File: config.mk
export PLATFORM = sky130hd
export DESIGN_NAME = signature_scanner
export DESIGN_NICKNAME = d
export VERILOG_FILES = /design/src/rtl/signature_scanner.sv
export SDC_FILE = /design/constraint.sdc
export NUM_CORES = 2
export LEC_CHECK = 0
export CORE_ASPECT_RATIO = 0.8
export CORE_MARGIN = 2
export CORE_UTILIZATION = 65
export CTS_CLUSTER_DIAMETER = 200
export CTS_CLUSTER_SIZE = 40
export DETAILED_ROUTE_END_ITERATION = 8
export MAX_ROUTING_LAYER = met4
export PLACE_DENSITY_LB_ADDON = 0.2
export SYNTH_ARGS = -nofsm -noshare
export SYNTH_HDL_FRONTEND = slang
export SYNTH_SLANG_ARGS = --single-unit
File: constraint.sdc
create_clock -name clk -period 10.7 [get_ports clk]
set_clock_uncertainty 0.15 [all_clocks]
set_input_delay 2.14 -clock clk [delete_from_list [all_inputs] [get_ports clk]]
set_output_delay 2.14 -clock clk [all_outputs]
set_load 0.02 [all_outputs]
File: src/rtl/signature_scanner.sv
// Runtime-programmable sliding-window byte signature scanner for ROM load streams.
// Reports sticky per-slot hits, a saturating hit-beat count and the first hit location.
module signature_scanner #(
    parameter int NUM_PATTERNS = 8,
    parameter int MAX_BYTES    = 5,
    parameter int ADDR_W       = 15,
    parameter int COUNT_W      = 4,
    parameter int IDX_W        = $clog2(NUM_PATTERNS),
    parameter int POS_W        = $clog2(MAX_BYTES)
) (
    input  logic                    clk,
    input  logic                    reset,
    input  logic                    start,
    input  logic                    ena,
    input  logic [ADDR_W-1:0]       addr,
    input  logic [7:0]              data,
    input  logic                    last,
    input  logic                    cfg_we,
    input  logic                    cfg_len_we,
    input  logic [IDX_W-1:0]        cfg_pat,
    input  logic [POS_W-1:0]        cfg_pos,
    input  logic [7:0]              cfg_data,
    output logic                    busy,
    output logic                    done,
    output logic                    hasMatch,
    output logic [NUM_PATTERNS-1:0] match_vec,
    output logic                    match_pulse,
    output logic [IDX_W-1:0]        first_idx,
    output logic [ADDR_W-1:0]       first_addr,
    output logic [COUNT_W-1:0]      match_count
);

    localparam int LEN_W = $clog2(MAX_BYTES + 1);
    localparam logic [LEN_W-1:0] LEN_MAX = LEN_W'(MAX_BYTES);

    typedef enum logic [1:0] {
        IDLE,
        SCAN,
        DONE
    } state_t;

    state_t state;

    logic [7:0]        sig  [NUM_PATTERNS][MAX_BYTES];
    logic [LEN_W-1:0]  slen [NUM_PATTERNS];
    logic [7:0]        win  [MAX_BYTES];
    logic [7:0]        nwin [MAX_BYTES];
    logic [LEN_W-1:0]  wcnt;
    logic [LEN_W-1:0]  ncnt;
    logic [ADDR_W-1:0] last_addr;
    logic [ADDR_W-1:0] nxt_addr;
    logic              contig;
    logic [NUM_PATTERNS-1:0] hits;
    logic [IDX_W-1:0]  hit_idx;
    logic              any_hit;
    logic              first_seen;
    logic [LEN_W-1:0]  cfg_len;

    assign nxt_addr = last_addr + ADDR_W'(1);
    assign contig   = (wcnt == '0) || (addr == nxt_addr);
    assign any_hit  = |hits;
    assign hasMatch = |match_vec;
    assign cfg_len  = (cfg_data > 8'(MAX_BYTES)) ? LEN_MAX : cfg_data[LEN_W-1:0];

    // Window after accepting the current byte; index 0 is the newest byte.
    always_comb begin
        nwin[0] = data;
        for (int i = 1; i < MAX_BYTES; i++) begin
            nwin[i] = win[i-1];
        end
        if (!contig) begin
            ncnt = LEN_W'(1);
        end else if (wcnt == LEN_MAX) begin
            ncnt = wcnt;
        end else begin
            ncnt = wcnt + LEN_W'(1);
        end
    end

    // Slot byte j (oldest first) lines up with window entry L-1-j.
    always_comb begin
        for (int p = 0; p < NUM_PATTERNS; p++) begin
            hits[p] = (slen[p] != '0) && (ncnt >= slen[p]);
            for (int j = 0; j < MAX_BYTES; j++) begin
                for (int i = 0; i < MAX_BYTES; i++) begin
                    if (LEN_W'(i + j + 1) == slen[p] && sig[p][j] != nwin[i]) begin
                        hits[p] = 1'b0;
                    end
                end
            end
        end
    end

    always_comb begin
        hit_idx = '0;
        for (int p = NUM_PATTERNS - 1; p >= 0; p--) begin
            if (hits[p]) begin
                hit_idx = IDX_W'(p);
            end
        end
    end

    always_ff @(posedge clk or negedge reset) begin
        if (!reset) begin
            state       <= IDLE;
            busy        <= 1'b0;
            done        <= 1'b0;
            match_vec   <= '0;
            match_pulse <= 1'b0;
            first_idx   <= '0;
            first_addr  <= '0;
            match_count <= '0;
            first_seen  <= 1'b0;
            wcnt        <= '0;
            last_addr   <= '0;
            for (int i = 0; i < MAX_BYTES; i++) begin
                win[i] <= '0;
            end
            for (int p = 0; p < NUM_PATTERNS; p++) begin
                slen[p] <= '0;
                for (int j = 0; j < MAX_BYTES; j++) begin
                    sig[p][j] <= '0;
                end
            end
        end else begin
            match_pulse <= 1'b0;

            if (state != SCAN && int'(cfg_pat) < NUM_PATTERNS) begin
                if (cfg_we && int'(cfg_pos) < MAX_BYTES) begin
                    sig[cfg_pat][cfg_pos] <= cfg_data;
                end
                if (cfg_len_we) begin
                    slen[cfg_pat] <= cfg_len;
                end
            end

            if (start) begin
                state       <= SCAN;
                busy        <= 1'b1;
                done        <= 1'b0;
                match_vec   <= '0;
                match_count <= '0;
                first_idx   <= '0;
                first_addr  <= '0;
                first_seen  <= 1'b0;
                wcnt        <= '0;
            end else if (state == SCAN && ena) begin
                win       <= nwin;
                wcnt      <= ncnt;
                last_addr <= addr;
                if (any_hit) begin
                    match_pulse <= 1'b1;
                    match_vec   <= match_vec | hits;
                    if (match_count != '1) begin
                        match_count <= match_count + COUNT_W'(1);
                    end
                    if (!first_seen) begin
                        first_seen <= 1'b1;
                        first_idx  <= hit_idx;
                        first_addr <= addr;
                    end
                end
                if (last) begin
                    state <= DONE;
                    busy  <= 1'b0;
                    done  <= 1'b1;
                end
            end
        end
    end

endmodule

==> impl_metrics.ini <==
[clock_network]
cts_post_setup_buffers_inserted = 0
cts_tree = done
clock-root-buffer = clkbuf_16
cts.clk_slew.worst_paths_ns = 0.14
cts_inserted_buffers = 14
clock_tree.htree_level_count = 1
clock_insertion_delay_at_the_later_pin_of_the_skew_report_ns = 0.59
numClockSinks = 428
ctsResizeCount = 0
cts_max_path_buffers = 3
holdBufCountCts = 0

[final_layout]
postLayoutCoreUtil_pct = 64.3
area_added_between_synthesis_and_finish_pct = -1.97
final_cell_mix = xnor2_1 (805), xor2_1 (685), dfrtp_1 (396), mux2_2 (367), nand4_1 (230)
fillCellCount = 4611
layout.area.seq_um2 = 10800
layout.cell_area.non_filler_um2 = 36300
layout_commonest_cell = xnor2_1
final_layout_size_suffix_gt1_share_pct = 14.9
nets = 3480
multi_input_area_um2 = 22900

[logic_synthesis]
synth_cell_type_count = 70
most_common_flop_cell_mapped_by_yosys = dfrtp_1
count_of_warnings_emitted_by_yosys = 0
synth_top_area_cell = dfrtp_1
mappedNetlistArea_um2 = 37000
yosys-top-cells-area = dfrtp_1 (29%), xnor2_1 (19%), xor2_1 (16%)
synthDominantCellAreaShare_pct = 28.9
synth.yosys.seq_area_share_pct = 28.9
ys_seq_elements = 428
avgSynthCellArea_um2 = 9.70
synth_async_sr_flop_share_pct = 100
post_synth_inst_count = 3818
synth_nets = 3891
synth_enable_flop_cells = 0

[status]
status = complete, no violations

[setup_path]
critPathKind = input pin to flop
critical_path_start_type = input pin
worst_setup_path_end_kind = flop
timing.critical_path.from = addr[3]
cp_num_buf_inv = 1
cp_data_arrival_time_ns = 8.01
crit_required_ns = 11.03
cp_top_family = compound AO/OA/AOI/OAI gates
critical-path-slowest-cell = o31ai_4
timing.critical_path.fanout_max = 18
cp_slowest_stage_delay_ns = 0.99
worstReg2RegStart = last_addr[2]
critical-path-top-cell-by-count = nor2_1
crit_chain = clkdlybuf4s50_1 > xnor2_1 > nor2_1 > nor2_1 > a21oi_1 > a2111oi_0 > nand4_1 > nor4_1 > a21oi_1 > nor2_1 > ha_1 > nand2b_1 > a21o_1 > a21oi_1 > nor4_1 > o2111ai_1 > nand4bb_2 > o31ai_4 > mux2i_1 > nor2_1

[pwr]
static-leakage-power_uw = 0.0149
ir_drop_uv = 202
pwr_density_cell_nw_per_um2 = 195
power.total_uw = 7090

[global_route]
number_of_global_route_vias_before_repair = 29200
global_route.overflow_total = 0
pin_count_of_the_biggest_net_entering_global_routing = 164
wire_length_of_the_first_global_routing_pass_um = 195000
grt_antenna_before_repair = 4
grt_use_total_pct = 45.3

[sta]
final_min_period_over_clock_period_pct = 71.8
fin_tns_setup_ns = 0
rsz0062_at_grt = no
maxSlewHeadroom_pct = 17.1
tightestPinTransition_ns = 1.23
period_minus_slack_ns = 7.68
hold_violations = 0
achievable-frequency_mhz = 130
report.final.slew_viol_count = 0
report.final.setup_viol = 0

[min_path]
hold_path_class = flop to flop
hold_start = state[0]

[die]
core_area_um2 = 56500
floorplan.initialDensity_pct = 65.5
placementRows = 78
chipWidth_um = 271
die-area_um2 = 58900
num_io_pins = 78
die_y_um = 218

[detailed_routing]
detail_route.iter0.violations = 4656
drc = 0
dr_total_vias = 29400
first_pass_iters = 8
avgRoutedWirePerCell_um = 31.5
final_antenna_net_count = 0
post_dr_vias_cell = 7.03
routed_wl_um = 131000

[placement]
placement.cell_area_um2 = 35900
finalWeightedCongestion = 1.03
hpwl_um = 81500
numPortBuffers = 77

[flow_run]
maxCapViolCount = 0
-- layer usage --
metal / global-route usage [%] / vias to the layer above / wire (um)
met5: - / - / 0
met4: 23.7 / 0 / 8350
met3: 13.2 / 703 / 18900
met2: 63.3 / 2450 / 53600
met1: 59.5 / 14400 / 50600
li1: - / 11800 / -
-- stage by stage --
stage	worst slack, ns	std cells	hold WS (ns)
after floorplan	4.72	3818	0.327
after global placement	2.67	4151	0.331
after detailed placement	2.48	4151	0.350
after CTS	3.08	4172	0.386
after global routing	2.65	4175	0.414
final	3.02	4175	0.377
-- worst reg2reg max path, stage by stage, from the launching register on --
cell and delay, ns:
dfrtp_1 0.48, and4_1 0.28, and4_1 0.31, and3_1 0.26, mux2i_1 0.10, mux2i_1 0.15, a22oi_1 0.11, nor4_1 0.48
a21oi_1 0.22, nor2_1 0.78, ha_1 0.38, nand2b_1 0.14, a21o_1 0.17, a21oi_1 0.16, nor4_1 0.07, o2111ai_1 0.39
nand4bb_2 0.28, o31ai_4 0.99, mux2i_1 0.34, nor2_1 0.06
-- power breakdown --
part	internal, uW	total (uW)	switching [uW]	leakage (uW)
registers	1800	2630	836	0.00573
logic	1560	3670	2110	0.00898
clock network	266	791	525	0.000198
total	3620	7090	3470	0.0149
-- area by class of cell --
class / count / area share (%)
tap: 760 / 2.62
multi-input combinational: 2803 / 63.2
timing repair buffer: 138 / 3.21
clock inverter: 1 / 0.0448
clock buffer: 20 / 1.09
antenna: 3 / 0.0207
sequential: 428 / 29.6
inverter: 22 / 0.227
-- synth_stat cells (all sizes together), types with 41 or more instances --
cell,n
nor2,94
nand4,230
dfrtp,428
nor4,212
clkbuf,229
mux2,367
nand2,80
o21ai,41
xor2,685
buf,336
nand3,50
xnor2,805
-- sequential cells by signal (all words and copies together) (netlist names) --
register     flops
last_addr       15
match_pulse      1
state            1
match_count      4
first_idx        3
first_seen       1
sig            320
slen            24
wcnt             3
done             1
first_addr      15
match_vec        8
nwin            32
-- final timing paths --
check	endpoint	slack (ns)	depth (start not counted)
max in group asynchronous	nwin[30]	7.16	3
worst max-delay path	first_addr[10]	3.02	20
worst min register to register	state[0]	0.38	2
min in group asynchronous	sig[16]	1.41	1
worst max register to register	first_addr[10]	4.31	19
worst min-delay path	state[0]	0.38	2
-- kinds of logic (layout without fill, tap and decap cells) --
family	after synthesis	in the layout	share of synthesized area, %
compound gates	138	138	2.43
xor+xnor	1490	1490	35.2
fa+ha+maj	29	29	0.980
buf+inv	587	181	9.22
flops	428	428	28.9
mux	386	386	11.7
other cells	0	3	0
simple gates	760	760	11.6
No activity file was read; power rests on OpenSTA's default activity.
